`src/rtl/matrix_pkg.sv`:
```
// Shared definitions for the matrix result arbiter slice.
//   state_t     : arbiter control states
//   MAXW_DEF    : default coordinate width
//   NCORES_DEF  : default number of requesting cores
//   ADDR_W      : result RAM address width for the default coordinate width
//   CNT_W       : write counter width, wide enough for (2^MAXW)^2 cells
package matrix_pkg;

  typedef enum logic {
    ST_IDLE = 1'b0,
    ST_RUN  = 1'b1
  } state_t;

  localparam int MAXW_DEF   = 4;
  localparam int NCORES_DEF = 5;
  localparam int ADDR_W     = 2*MAXW_DEF;
  localparam int CNT_W      = 2*MAXW_DEF + 1;

endpackage

```
`src/rtl/rr_picker.sv`:
```
// Combinational round-robin picker.
// Selects the first asserted request at or after i_ptr, wrapping modulo N.
//   i_req : request vector, one bit per requester
//   i_ptr : index with highest priority this cycle
//   o_gnt : one-hot grant (zero when no request)
//   o_idx : index of the granted requester
//   o_any : at least one request present
module rr_picker #(
  parameter int N  = 5,
  parameter int PW = $clog2(N)
) (
  input  logic [N-1:0]  i_req,
  input  logic [PW-1:0] i_ptr,
  output logic [N-1:0]  o_gnt,
  output logic [PW-1:0] o_idx,
  output logic          o_any
);

  always_comb begin
    logic [PW-1:0] w_pos;
    o_gnt = '0;
    o_idx = '0;
    o_any = 1'b0;
    w_pos = '0;
    for (int k = 0; k < N; k++) begin
      w_pos = PW'((int'(i_ptr) + k) % N);
      if (!o_any && i_req[w_pos]) begin
        o_any        = 1'b1;
        o_gnt[w_pos] = 1'b1;
        o_idx        = w_pos;
      end
    end
  end

endmodule

```
`src/rtl/matrix_result_arbiter.sv`:
```
// Shares one result-RAM write port between NCORES compute cores.
// Cores are granted round-robin; the winner is registered onto the write
// port, which holds while wr_ready is low. Accepted writes are counted and
// done pulses once all (sizex+1)*(sizey+1) cells have been written.
//   clk, rst        : clock, asynchronous active-low reset
//   start           : arm a new job (also restarts a running job)
//   sizex, sizey    : last column / row index, inclusive
//   core_valid/rx/ry/data : per-core result, packed slice i per core
//   core_ack        : one-hot, combinational take of core i's result
//   wr_en/addr/data : write request, addr = {ry, rx}
//   wr_ready        : RAM accepts the write this cycle
//   busy, done, err : job armed, last-write pulse, sticky protocol error
module matrix_result_arbiter
  import matrix_pkg::*;
#(
  parameter int maxWidthLen = MAXW_DEF,
  parameter int sizeValue   = 16,
  parameter int NCORES      = NCORES_DEF
) (
  input  logic                            clk,
  input  logic                            rst,
  input  logic                            start,
  input  logic [maxWidthLen-1:0]          sizex,
  input  logic [maxWidthLen-1:0]          sizey,
  input  logic [NCORES-1:0]               core_valid,
  input  logic [NCORES*maxWidthLen-1:0]   core_rx,
  input  logic [NCORES*maxWidthLen-1:0]   core_ry,
  input  logic [NCORES*sizeValue-1:0]     core_data,
  output logic [NCORES-1:0]               core_ack,
  output logic                            wr_en,
  output logic [2*maxWidthLen-1:0]        wr_addr,
  output logic [sizeValue-1:0]            wr_data,
  input  logic                            wr_ready,
  output logic                            busy,
  output logic                            done,
  output logic                            err
);

  localparam int AW = 2*maxWidthLen;
  localparam int CW = 2*maxWidthLen + 1;
  localparam int PW = $clog2(NCORES);

  state_t                 r_state;
  state_t                 w_state_nxt;
  logic [CW-1:0]          r_count;
  logic [CW-1:0]          r_expected;
  logic [PW-1:0]          r_ptr;
  logic [maxWidthLen-1:0] r_sizex;
  logic [maxWidthLen-1:0] r_sizey;
  logic                   r_wr_en;
  logic [AW-1:0]          r_wr_addr;
  logic [sizeValue-1:0]   r_wr_data;
  logic                   r_done;
  logic                   r_err;

  logic [NCORES-1:0]      w_gnt;
  logic [PW-1:0]          w_idx;
  logic                   w_any;
  logic                   w_free;
  logic                   w_accept;
  logic                   w_final;
  logic                   w_grant;
  logic                   w_oob;
  logic [maxWidthLen-1:0] w_rx;
  logic [maxWidthLen-1:0] w_ry;
  logic [sizeValue-1:0]   w_data;
  logic [PW-1:0]          w_ptr_nxt;
  logic [CW-1:0]          w_expected;

  rr_picker #(.N(NCORES), .PW(PW)) u_picker (
    .i_req (core_valid),
    .i_ptr (r_ptr),
    .o_gnt (w_gnt),
    .o_idx (w_idx),
    .o_any (w_any)
  );

  always_comb begin
    w_rx   = '0;
    w_ry   = '0;
    w_data = '0;
    for (int i = 0; i < NCORES; i++) begin
      if (w_idx == PW'(i)) begin
        w_rx   = core_rx[i*maxWidthLen +: maxWidthLen];
        w_ry   = core_ry[i*maxWidthLen +: maxWidthLen];
        w_data = core_data[i*sizeValue +: sizeValue];
      end
    end
  end

  // Full-width product: (2^W)*(2^W) still fits in CW bits.
  assign w_expected = (CW'(sizex) + CW'(1)) * (CW'(sizey) + CW'(1));
  assign w_free     = !r_wr_en || wr_ready;
  assign w_accept   = r_wr_en && wr_ready;
  assign w_oob      = (w_rx > r_sizex) || (w_ry > r_sizey);
  assign w_ptr_nxt  = (w_idx == PW'(NCORES-1)) ? '0 : w_idx + PW'(1);

  always_comb begin
    w_state_nxt = r_state;
    w_final     = 1'b0;
    w_grant     = 1'b0;
    case (r_state)
      ST_IDLE: begin
        if (start) w_state_nxt = ST_RUN;
      end
      ST_RUN: begin
        w_final = w_accept && ((r_count + CW'(1)) == r_expected);
        // start restarts the job and suppresses both grant and completion.
        if (start)        w_state_nxt = ST_RUN;
        else if (w_final) w_state_nxt = ST_IDLE;
        else              w_grant     = w_free && w_any;
      end
      default: w_state_nxt = ST_IDLE;
    endcase
  end

  always_ff @(posedge clk or negedge rst) begin
    if (!rst) r_state <= ST_IDLE;
    else      r_state <= w_state_nxt;
  end

  always_ff @(posedge clk or negedge rst) begin
    if (!rst) begin
      r_count    <= '0;
      r_expected <= '0;
      r_ptr      <= '0;
      r_sizex    <= '0;
      r_sizey    <= '0;
      r_wr_en    <= 1'b0;
      r_wr_addr  <= '0;
      r_wr_data  <= '0;
      r_done     <= 1'b0;
      r_err      <= 1'b0;
    end else begin
      r_done <= 1'b0;
      if (start) begin
        r_expected <= w_expected;
        r_sizex    <= sizex;
        r_sizey    <= sizey;
        r_count    <= '0;
        r_ptr      <= '0;
        r_wr_en    <= 1'b0;
        r_err      <= 1'b0;
      end else if (r_state == ST_IDLE) begin
        if (|core_valid) r_err <= 1'b1;
      end else begin
        if (w_accept) r_count <= r_count + CW'(1);
        if (w_final) begin
          r_done  <= 1'b1;
          r_wr_en <= 1'b0;
        end else if (w_grant) begin
          r_wr_en   <= 1'b1;
          r_wr_addr <= {w_ry, w_rx};
          r_wr_data <= w_data;
          r_ptr     <= w_ptr_nxt;
          if (w_oob) r_err <= 1'b1;
        end else if (w_free) begin
          r_wr_en <= 1'b0;
        end
      end
    end
  end

  assign core_ack = w_grant ? w_gnt : '0;
  assign wr_en    = r_wr_en;
  assign wr_addr  = r_wr_addr;
  assign wr_data  = r_wr_data;
  assign busy     = (r_state == ST_RUN);
  assign done     = r_done;
  assign err      = r_err;

endmodule

```
`config.mk`:
```
export PLATFORM = sky130hd
export DESIGN_NAME = matrix_result_arbiter
export DESIGN_NICKNAME = d
export VERILOG_FILES = /design/src/rtl/matrix_pkg.sv /design/src/rtl/rr_picker.sv /design/src/rtl/matrix_result_arbiter.sv
export SDC_FILE = /design/constraint.sdc
export NUM_CORES = 1
export LEC_CHECK = 0
export ABC_AREA = 1
export BUFFER_PORTS_ARGS = -buffer_cell sky130_fd_sc_hd__buf_2
export CAP_MARGIN = 40
export CELL_PAD_IN_SITES_DETAIL_PLACEMENT = 0
export CELL_PAD_IN_SITES_GLOBAL_PLACEMENT = 1
export CORE_ASPECT_RATIO = 0.9
export CORE_UTILIZATION = 37
export CTS_CLUSTER_DIAMETER = 200
export CTS_CLUSTER_SIZE = 16
export DETAILED_ROUTE_END_ITERATION = 10
export GPL_TIMING_DRIVEN = 0
export PLACE_DENSITY_LB_ADDON = 0.1
export SLEW_MARGIN = 0
export SYNTH_ARGS = -nofsm -noshare
export SYNTH_HDL_FRONTEND = slang
export SYNTH_HIERARCHICAL = 1
export SYNTH_SLANG_ARGS = --single-unit
```
`constraint.sdc`:
```
create_clock -name clk -period 8 [get_ports clk]
set_input_delay 0.8 -clock clk [delete_from_list [all_inputs] [get_ports clk]]
set_output_delay 0.8 -clock clk [all_outputs]
set_load 0.01 [all_outputs]
```
==> flow_summary.json <==
{
  "fp.dieW_um": 138,
  "cap_violations": 0,
  "finalClockSkew_ns": 0.00527,
  "critPathLaunchType": "flip-flop",
  "avgSynthCellArea_sq_um": 6.49,
  "grt_use_total_pct": 22.9,
  "hold_buffers": 0,
  "fmax_ghz": 0.140,
  "critPathKind": "reg2reg",
  "yosys.area.top_type": "dfrtp_1",
  "cp_data_required_time_ns": 8.22,
  "cts.repair.resized": 0,
  "grt_pass1_vias": 5881,
  "synth_area_leaders": "dfrtp_1 (23%), nand2_1 (15%), ha_1 (11%)",
  "grt_antenna_before_repair": 0,
  "setup_tns_ns": 0,
  "die_h_um": 124,
  "grt_max_degree": 31,
  "placementRows": 44,
  "r2r_slack_ns": 0.87,
  "slew_headroom_pct": 50.9,
  "tritoncts": "built",
  "hold_viol": 0,
  "drive_above_1_share_pct": 21.3,
  "antenna_cells": 0,
  "root_buffer": "clkbuf_16",
  "ios": 170,
  "rsz0062_at_grt": "false",
  "worst_path_most_repeated_cell": "nand2_1",
  "vias_per_cell": 4.99,
  "num-nets-final": 1323,
  "layout_commonest_cell": "nand2_1",
  "dieArea_sq_mm": 0.0171,
  "insertion_delay_ns": 0.34,
  "port_buffers": 169,
  "overflow": 0,
  "h-tree-depth": 3,
  "synth_top_area_share_pct": 23.3,
  "cp.arrival_ns": 7.36,
  "r2r-end": "err",
  "finalSetupViolCount": 0,
  "drt_pre_antenna_iters": 5,
  "fin_crit_sh_pct": 89.2,
  "start_util_pct": 38.0,
  "route.met2.wl_mm": 9.11,
  "synth_nets": 1142,
  "hold_path_end": "wr_addr[5]",
  "gp_congestion": 0.869,
  "coreArea_sq_mm": 0.0161,
  "worstRegToRegCells": 42,
  "drt_iter0_markers": 391,
  "wl_met3_mm": 1.15,
  "wire_per_inst_um": 14.7,
  "wirelength_met1_mm": 9.23,
  "netlist_instances": 943,
  "top_layer": "met4",
  "ys_ff_latch": 57,
  "r2r-start": "r_ptr[0]",
  "drt_wl_total_mm": 19.7,
  "grt_pass1_wl_mm": 29.7,
  "layout_common_cells": "nand2_1 (245), buf_2 (172), inv_1 (110)",
  "cts-buffers-inserted": 9,
  "drv_slew": 0,
  "post_cts_buffers": 0,
  "min_period_ns": 7.13,
  "path_max_fanout": 10,
  "hpwlAfterDp_mm": 16.2,
  "clk_pin_slew_ns": 0.05,
  "syn_to_final_growth_pct": 23.6,
  "min_from": "wr_addr[5]",
  "tightest_slew_ns": 0.737,
  "setup.worst_path.end_class": "flip-flop",
  "ys_warn_count": 6,
  "ant_nets": 0,
  "synth_area_sq_mm": 0.00612,
  "cts.sinks": 57,
  "cp_slowest_cell": "dfrtp_1",
  "ys_types": 42,
  "min_path_type": "reg2reg",
  "seq_area_frac_synth_pct": 23.3,
  "clockBufferDepth": 2,
  "cpPeakStageDelay_ns": 0.46,
  "worstHoldPathCells": 2,
  "vias": 6653,
  "status": "complete, no violations",
  "drc": 0
}
-- metal layers --
layer,vias to the layer above,global-route usage [%]
met5,-,0
met4,0,4.26
met3,13,4.68
met2,156,37.3
met1,3024,31.3
li1,3460,-
-- cell usage after synthesis, drive strengths merged --
cell type    n
nand2      256
inv        117
nand3      111
nor2        98
o21ai       91
dfrtp       57
ha          54
a21oi       37
a31oi       24
clkbuf      22
o211ai      13
buf         11
xor2        10
o22ai        9
fa           8
or2          6
nand4        5
nor3         4
nand3b       3
xnor2        3
clkinv       2
and2         1
o31ai        1
-- critical path, delay by kind of cell, from the launching register on --
family,cells,cell delay [ns]
and+or+nand+nor,23,3.05
adders and majority gates,6,1.45
buffers and inverters,7,1.11
AOI/OAI and AO/OA,5,0.68
DFF,1,0.46
xor gates and xnor gates,1,0.26
-- metrics by stage --
stage	cell area (sq um)	hold slack, ns	worst slack (ns)	util (%)	std cells
6_report	7560	0.472	0.866	46.9	1334
3_5_place_dp	7250	0.466	0.886	44.9	1320
4_1_cts	7560	0.477	0.842	46.9	1334
3_3_place_gp	7230	0.458	0.859	44.8	1319
5_1_grt	7560	0.493	0.209	46.9	1334
2_1_floorplan	6120	0.448	2.22	-	943
-- registers in the layout, indices dropped and copies added (netlist names) --
signal      count
busy            1
done            1
err             1
r_count         9
r_expected      9
r_ptr           3
r_sizex         4
r_sizey         4
wr_addr         8
wr_data        16
wr_en           1
-- worst max path at each step --
| stage | startpoint | end | slack (ns) |
|---|---|---|---|
| after global routing | r_ptr[0] | err | 0.21 |
| final | r_ptr[0] | err | 0.87 |
| after floorplan | r_ptr[0] | err | 2.22 |
| after detailed placement | r_ptr[0] | err | 0.89 |
| after CTS | r_ptr[0] | err | 0.84 |
| after global placement | r_ptr[0] | err | 0.86 |
-- cell families after synthesis --
group / Yosys count / share of synthesized area, %
and+or+nand+nor: 484 / 34.8
AOI/OAI and AO/OA: 175 / 15.9
buffers and inverters: 152 / 10.1
adders and majority gates: 62 / 13.7
DFF: 57 / 23.3
xor gates and xnor gates: 13 / 2.29
-- area by class of cell --
type	instances	area, sq um
Clock buffer	11	253
Buffer	33	169
Timing Repair Buffer	170	866
Sequential cell	57	1430
Multi-Input combinational cell	734	4080
Clock inverter	3	65.1
Tap cell	207	259
Inverter	119	447
Fill cell	1770	8570
Power is not shown: default switching activity piles up to over one toggle a cycle in this logic, so the estimate is an artifact.
